## config.mk

```make
export PLATFORM = sky130hd
export DESIGN_NAME = ccff_loader_flat
export DESIGN_NICKNAME = d
export VERILOG_FILES = /design/src/rtl/ccff_pkg.sv /design/src/rtl/ccff_loader_if.sv /design/src/rtl/ccff_crc16.sv /design/src/rtl/ccff_loader.sv /design/src/flat_wrapper.sv
export SDC_FILE = /design/constraint.sdc
export NUM_CORES = 1
export LEC_CHECK = 0
export CORE_MARGIN = 4
export CORE_UTILIZATION = 53
export DETAILED_ROUTE_END_ITERATION = 10
export HOLD_SLACK_MARGIN = 0.1
export MAX_ROUTING_LAYER = met4
export PLACE_DENSITY = 0.75
export SLEW_MARGIN = 20
export SYNTH_ARGS = -nofsm -noshare
export SYNTH_HDL_FRONTEND = slang
export SYNTH_SLANG_ARGS = --single-unit
```

## constraint.sdc

```tcl
create_clock -name prog_clk -period 1.9 [get_ports prog_clk]
set_input_delay 0.38 -clock prog_clk [delete_from_list [all_inputs] [get_ports prog_clk]]
set_output_delay 0.38 -clock prog_clk [all_outputs]
set_load 0.02 [all_outputs]
```

## src/rtl/ccff_pkg.sv

```systemverilog
// Shared state encoding and CRC constants for the configuration-chain loader.
package ccff_pkg;

    typedef logic [2:0] ccff_state_t;

    localparam ccff_state_t IDLE  = 3'd0;
    localparam ccff_state_t FETCH = 3'd1;
    localparam ccff_state_t SHIFT = 3'd2;
    localparam ccff_state_t CHECK = 3'd3;
    localparam ccff_state_t DONE  = 3'd4;
    localparam ccff_state_t ERROR = 3'd5;

    localparam logic [15:0] CRC16_POLY = 16'h1021;
    localparam logic [15:0] CRC16_INIT = 16'hFFFF;

endpackage

```

## src/rtl/ccff_loader_if.sv

```systemverilog
// Byte-wide valid/ready bitstream channel into the configuration-chain loader.
interface ccff_loader_if;

    logic [7:0] cfg_data;
    logic       cfg_valid;
    logic       cfg_ready;

    modport master (output cfg_data, output cfg_valid, input cfg_ready);
    modport slave  (input cfg_data, input cfg_valid, output cfg_ready);

endinterface

```

## src/rtl/ccff_crc16.sv

```systemverilog
// Serial CRC-16-CCITT, one message bit per enabled cycle, MSB-first.
module ccff_crc16
    import ccff_pkg::*;
(
    input  logic        clk,
    input  logic        rst_n,
    input  logic        clr,
    input  logic        en,
    input  logic        din,
    output logic [15:0] crc
);

    logic [15:0] crc_q, crc_d;

    always_comb begin
        crc_d = crc_q;
        if (clr) begin
            crc_d = CRC16_INIT;
        end else if (en) begin
            crc_d = {crc_q[14:0], 1'b0} ^ ((crc_q[15] ^ din) ? CRC16_POLY : 16'h0000);
        end
    end

    always_ff @(posedge clk) begin
        if (!rst_n) begin
            crc_q <= CRC16_INIT;
        end else begin
            crc_q <= crc_d;
        end
    end

    assign crc = crc_q;

endmodule

```

## src/rtl/ccff_loader.sv

```systemverilog
// Serialises a byte-wide bitstream MSB-first onto the config chain head (ccff_head/ccff_shift_en).
// Define CCFF_LOADER_CRC_EN to require a trailing CRC-16 over the shifted bits.
module ccff_loader
    import ccff_pkg::*;
#(
    parameter int unsigned CHAIN_LEN = 20
) (
    input  logic         prog_clk,
    input  logic         prog_reset_n,
    input  logic         start,
    ccff_loader_if.slave cfg,
    output logic         ccff_head,
    output logic         ccff_shift_en,
    output logic         busy,
    output logic         done,
    output logic         error
);

    localparam int unsigned NBYTES = (CHAIN_LEN + 7) / 8;
    localparam int unsigned CW     = $clog2(CHAIN_LEN + 1);
    localparam int unsigned BW     = $clog2(NBYTES + 1);

    localparam logic [CW-1:0] CNT_MAX   = CW'(CHAIN_LEN);
    localparam logic [BW-1:0] LAST_BYTE = BW'(NBYTES - 1);
    localparam logic [3:0]    LAST_BITS = 4'(CHAIN_LEN - 8 * (NBYTES - 1));

    ccff_state_t   state_q, state_d;
    logic [7:0]    shreg_q, shreg_d;
    logic [3:0]    nb_q, nb_d;
    logic [CW-1:0] bitcnt_q, bitcnt_d;
    logic [BW-1:0] bytecnt_q, bytecnt_d;
    logic          ready_q, ready_d;
    logic          head_q, head_d;
    logic          shen_q, shen_d;
    logic          busy_q, busy_d;
    logic          done_q, done_d;
    logic          error_q, error_d;
    logic [3:0]    nb_load;
    logic          begin_load;

`ifdef CCFF_LOADER_CRC_EN
    logic [7:0]  crc_hi_q, crc_hi_d;
    logic        crc_phase_q, crc_phase_d;
    logic [15:0] crc_val;

    // The CRC sees exactly the bits presented to the chain, in the same cycle they are launched.
    ccff_crc16 u_crc (
        .clk   (prog_clk),
        .rst_n (prog_reset_n),
        .clr   (begin_load),
        .en    (shen_d),
        .din   (head_d),
        .crc   (crc_val)
    );
`endif

    assign nb_load    = (bytecnt_q == LAST_BYTE) ? LAST_BITS : 4'd8;
    assign begin_load = start && (state_q == IDLE || state_q == DONE || state_q == ERROR);

    always_comb begin
        state_d   = state_q;
        shreg_d   = shreg_q;
        nb_d      = nb_q;
        bitcnt_d  = bitcnt_q;
        bytecnt_d = bytecnt_q;
        ready_d   = ready_q;
        head_d    = head_q;
        shen_d    = 1'b0;
        busy_d    = busy_q;
        done_d    = done_q;
        error_d   = error_q;
`ifdef CCFF_LOADER_CRC_EN
        crc_hi_d    = crc_hi_q;
        crc_phase_d = crc_phase_q;
`endif

        case (state_q)
            FETCH: begin
                // Launch bit 7 straight from the bus so it reaches the chain the cycle after accept.
                if (cfg.cfg_valid) begin
                    head_d    = cfg.cfg_data[7];
                    shreg_d   = {cfg.cfg_data[6:0], 1'b0};
                    nb_d      = nb_load - 4'd1;
                    bitcnt_d  = bitcnt_q + CW'(1);
                    bytecnt_d = bytecnt_q + BW'(1);
                    shen_d    = 1'b1;
                    ready_d   = 1'b0;
                    state_d   = SHIFT;
                end
            end
            SHIFT: begin
                if (nb_q != 4'd0) begin
                    head_d   = shreg_q[7];
                    shreg_d  = {shreg_q[6:0], 1'b0};
                    nb_d     = nb_q - 4'd1;
                    bitcnt_d = bitcnt_q + CW'(1);
                    shen_d   = 1'b1;
                end else if (bitcnt_q == CNT_MAX) begin
`ifdef CCFF_LOADER_CRC_EN
                    state_d     = CHECK;
                    ready_d     = 1'b1;
                    crc_phase_d = 1'b0;
`else
                    state_d = DONE;
                    busy_d  = 1'b0;
                    done_d  = 1'b1;
`endif
                end else begin
                    state_d = FETCH;
                    ready_d = 1'b1;
                end
            end
`ifdef CCFF_LOADER_CRC_EN
            CHECK: begin
                if (cfg.cfg_valid) begin
                    if (!crc_phase_q) begin
                        crc_hi_d    = cfg.cfg_data;
                        crc_phase_d = 1'b1;
                    end else begin
                        ready_d = 1'b0;
                        busy_d  = 1'b0;
                        if ({crc_hi_q, cfg.cfg_data} == crc_val) begin
                            state_d = DONE;
                            done_d  = 1'b1;
                        end else begin
                            state_d = ERROR;
                            error_d = 1'b1;
                        end
                    end
                end
            end
`endif
            DONE: begin
                // Anything offered after the chain is full is an overrun.
                if (cfg.cfg_valid) begin
                    state_d = ERROR;
                    done_d  = 1'b0;
                    error_d = 1'b1;
                end
            end
            IDLE, ERROR: begin
            end
            default: state_d = IDLE;
        endcase

        if (begin_load) begin
            state_d   = FETCH;
            ready_d   = 1'b1;
            busy_d    = 1'b1;
            done_d    = 1'b0;
            error_d   = 1'b0;
            bitcnt_d  = '0;
            bytecnt_d = '0;
        end
    end

    always_ff @(posedge prog_clk) begin
        if (!prog_reset_n) begin
            state_q   <= IDLE;
            shreg_q   <= '0;
            nb_q      <= '0;
            bitcnt_q  <= '0;
            bytecnt_q <= '0;
            ready_q   <= 1'b0;
            head_q    <= 1'b0;
            shen_q    <= 1'b0;
            busy_q    <= 1'b0;
            done_q    <= 1'b0;
            error_q   <= 1'b0;
`ifdef CCFF_LOADER_CRC_EN
            crc_hi_q    <= '0;
            crc_phase_q <= 1'b0;
`endif
        end else begin
            state_q   <= state_d;
            shreg_q   <= shreg_d;
            nb_q      <= nb_d;
            bitcnt_q  <= bitcnt_d;
            bytecnt_q <= bytecnt_d;
            ready_q   <= ready_d;
            head_q    <= head_d;
            shen_q    <= shen_d;
            busy_q    <= busy_d;
            done_q    <= done_d;
            error_q   <= error_d;
`ifdef CCFF_LOADER_CRC_EN
            crc_hi_q    <= crc_hi_d;
            crc_phase_q <= crc_phase_d;
`endif
        end
    end

    assign cfg.cfg_ready = ready_q;
    assign ccff_head     = head_q;
    assign ccff_shift_en = shen_q;
    assign busy          = busy_q;
    assign done          = done_q;
    assign error         = error_q;

endmodule

```

## src/flat_wrapper.sv

```systemverilog
// flat-port wrapper written by rule: the top's interface ports become plain ports
module ccff_loader_flat import ccff_pkg::*;
#(
    parameter int unsigned CHAIN_LEN = 20
)
  (prog_clk, prog_reset_n, start, ccff_head, ccff_shift_en, busy, done, error, cfg_cfg_data, cfg_cfg_valid, cfg_cfg_ready);
  ccff_loader_if cfg_i ();
  input  logic prog_clk;
  input  logic prog_reset_n;
  input  logic start;
  output logic ccff_head;
  output logic ccff_shift_en;
  output logic busy;
  output logic done;
  output logic error;
  input wire logic [$bits(cfg_i.cfg_data)-1:0] cfg_cfg_data;
  input wire logic [$bits(cfg_i.cfg_valid)-1:0] cfg_cfg_valid;
  output wire logic [$bits(cfg_i.cfg_ready)-1:0] cfg_cfg_ready;
  assign cfg_i.cfg_data = cfg_cfg_data;
  assign cfg_i.cfg_valid = cfg_cfg_valid;
  assign cfg_cfg_ready = cfg_i.cfg_ready;
  ccff_loader #(.CHAIN_LEN(CHAIN_LEN)) u_core (.prog_clk(prog_clk), .prog_reset_n(prog_reset_n), .start(start), .cfg(cfg_i), .ccff_head(ccff_head), .ccff_shift_en(ccff_shift_en), .busy(busy), .done(done), .error(error));
endmodule
```

==> flow_summary.toml, run 1 <==
[outcome]
status = "complete, no violations"

[drt]
drt-pass1-iter-count = 4
wl_per_cell_um = 12.2
top_layer = "met4"
vias_per_cell = 5.51
wl_met3_um = 107
wl_met1_um = 1110
antenna_left = 0
drc_errors = 0
detailroute.wirelength.met2_um = 1090
drt_iter0_drc = 22
drt-total-wl_um = 2330
route.vias.total = 1053

[logic_synthesis]
synthesis.area_um2 = 1280
syn_area_per_cell_um2 = 9.14
synth_nets = 156
synth-seq-cells = 27
synth.distinct_cells = 36
ys_seq_area_share_pct = 42.2
ys_warn_count = 0
synthCells = 140

[power_and_ir_drop]
power-per-cell-area_nw_per_um2 = 677
cellLeakagePower_uw = 0.000707
intPower_uw = 779
seq_power_share_pct = 59.0
peakVddDrop_mv = 0.512
combPwrFrac_pct = 18.4
power_frac_clock_pct = 22.6
swShare_pct = 25.8
finalPower_uw = 1050
netSwitchingPower_uw = 270

[cts]
htree_levels = 1
cts_root_buf = "clkbuf_4"
cts_tree = "built"
cts_buffers = 3
ctsHoldBuffers = 0
cts_buffer_depth = 2
clock-sinks = 27
worst_skew_pair.late_latency_ps = 320
clkSlewWorstSetupHoldPaths_ps = 130

[sta]
slew_headroom_pct = 71.6
finalClockSkew_ps = 6.40
final_hold_viol_count = 0
setup_violations = 0
post-route-period-util_pct = 90.7
holdWs_ps = 463
setup-tns-final_ps = 0
finalWorstPathRequiredPeriod_ps = 1720
rsz0062_at_grt = "no"
maxSlewViolCount = 0
tightestPinTransition_ps = 425
timing.fmax_ghz = 0.580

[die]
core-area_um2 = 2250
initial_core_util_pct = 56.8
fp-row-count = 17
die_h_um = 57.1
die_w_um = 57.1
die_area_um2 = 3270
io_pins = 18

[worst_setup_path]
rrSetupSlack_ps = 180
cp-start-kind = "flop"
critPathArrivalTime_ps = 1940
path_max_fanout = 10
required_ps = 2120
crit_type = "reg2reg"
endpoint_kind = "flop"

[layout]
fin_util_pct = 68.8
drive_above_1_share_pct = 12.3
design_area_um2 = 1550
nNetsFinal = 180
antenna_cells = 0
synthToLayoutAreaGrowth_pct = 21.2
layout_common_cells = "dfxtp_1, nand2_1, clkdlybuf4s50_1, a21oi_1"
fillCellCount = 192
final_common_cell = "dfxtp_1"

[place]
place_area_um2 = 1520
portBuffers = 17
place_congestion = 0.760
hpwlAfterDp_um = 1770

[global_routing]
grt_pass1_wl_um = 4220
track_usage_pct = 16.0
grt_max_degree = 16
grt-ovfl-total = 0
first_global_vias = 999
antenna_found_initial = 0

[hold_path]
hp-class = "reg2reg"

[run]
drv_cap = 0
## sequential cells by signal, indices dropped and copies added (netlist names), 2 cells and up
signal and flops:
u_core.shreg_q 7, u_core.bitcnt_q 5, u_core.nb_q 4, u_core.state_q 3, u_core.bytecnt_q 2
## power by group through the flow
stage                     registers (uW)  logic [uW]  clock network [uW]
final                                620         193                 237
after global routing                 623         213                 268
after CTS                            619         190                 249
after detailed placement             631         190                   0
after global placement               630         186                   0
after floorplan                      635         114                   0
## path summary, 6_finish.rpt
check / from / to / cells after the start
max: u_core.state_q[1] / u_core.busy / 4
min: u_core.error / u_core.error / 2
max reg2reg: u_core.state_q[1] / u_core.busy / 4
min reg2reg: u_core.error / u_core.error / 2
## cells in the mapped netlist, drive strengths merged
cell type / number / share of area (%)
a211oi: 2 / 1.2
a21boi: 1 / 0.59
a21o: 1 / 0.59
a21oi: 12 / 5.6
a22oi: 1 / 0.59
a31oi: 1 / 0.49
and3: 1 / 0.59
and4b: 1 / 0.78
buf: 5 / 3.2
clkbuf: 3 / 0.88
dfxtp: 27 / 42
ha: 4 / 3.9
inv: 7 / 2.1
mux2i: 7 / 5.5
nand2: 18 / 5.3
nand2b: 2 / 0.98
nand3: 4 / 1.6
nand3b: 2 / 1.2
nor2: 6 / 1.8
nor2b: 3 / 1.5
nor3: 4 / 1.6
nor3b: 1 / 0.98
nor4b: 1 / 0.68
nor4bb: 1 / 0.78
o211a: 9 / 7.0
o21a: 1 / 0.59
o21ai: 6 / 2.3
o221a: 1 / 0.88
or3: 3 / 1.5
or3b: 2 / 1.4
or4: 1 / 0.59
xnor2: 2 / 1.4
## stage by stage
stage                     std cells  worst slack [ps]
after floorplan                 140               203
after global placement          187             -64.7
after detailed placement        187              -102
after CTS                       191              92.4
after global routing            191              66.9
final                           191               177
## what timing repair did
action                     4_1_cts  5_1_grt
resized for setup                0        1
setup endpoints to repair        0        1
buffers inserted                 0        0
## area by class of cell
| type | instances | area [um^2] | share of cell area, % |
|---|---|---|---|
| clock buffers | 3 | 22.5 | 1.45 |
| clock inverters | 1 | 5.00 | 0.323 |
| inverters | 7 | 26.3 | 1.69 |
| multi-input cells | 98 | 664 | 42.8 |
| flip-flops and latches | 27 | 541 | 34.8 |
| well taps | 28 | 35.0 | 2.26 |
| repair buffers | 27 | 258 | 16.6 |
## cells by family after synthesis
kind of cell | count (synthesis) | synth area share [%]
AO/OA/AOI/OAI | 35 | 19.8
XOR/XNOR | 2 | 1.37
adder cells (fa/ha/maj) | 4 | 3.91
buffers and inverters | 15 | 6.16
flip-flops | 27 | 42.2
multiplexers | 7 | 5.47
AND/OR/NAND/NOR | 50 | 21.0
## critical path, cell delays in order (launching register included)
cell and delay [ps]:
dfxtp_1 500, or3b_2 480, or3b_1 440, a22oi_1 150, nor2b_1 60
## metal layers
layer	vias up	global-route usage [%]
met1	495	19.4
met5	-	-
met4	0	4.30
met2	19	26.8
li1	537	-
met3	2	3.62
(Power assumes the default switching activity.)
==> inputs of run 2 (changes only) <==
SKIP_CTS_REPAIR_TIMING = 1   (was default)
==> results of run 2 <==
Same layout as run 1: the final DEF is identical, and so are final timing and power.
==> inputs of run 3 (changes only) <==
HOLD_SLACK_MARGIN = 0.15   (was 0.1)
==> results of run 3 <==
Same layout as run 1: the final DEF is identical, and so are final timing and power.
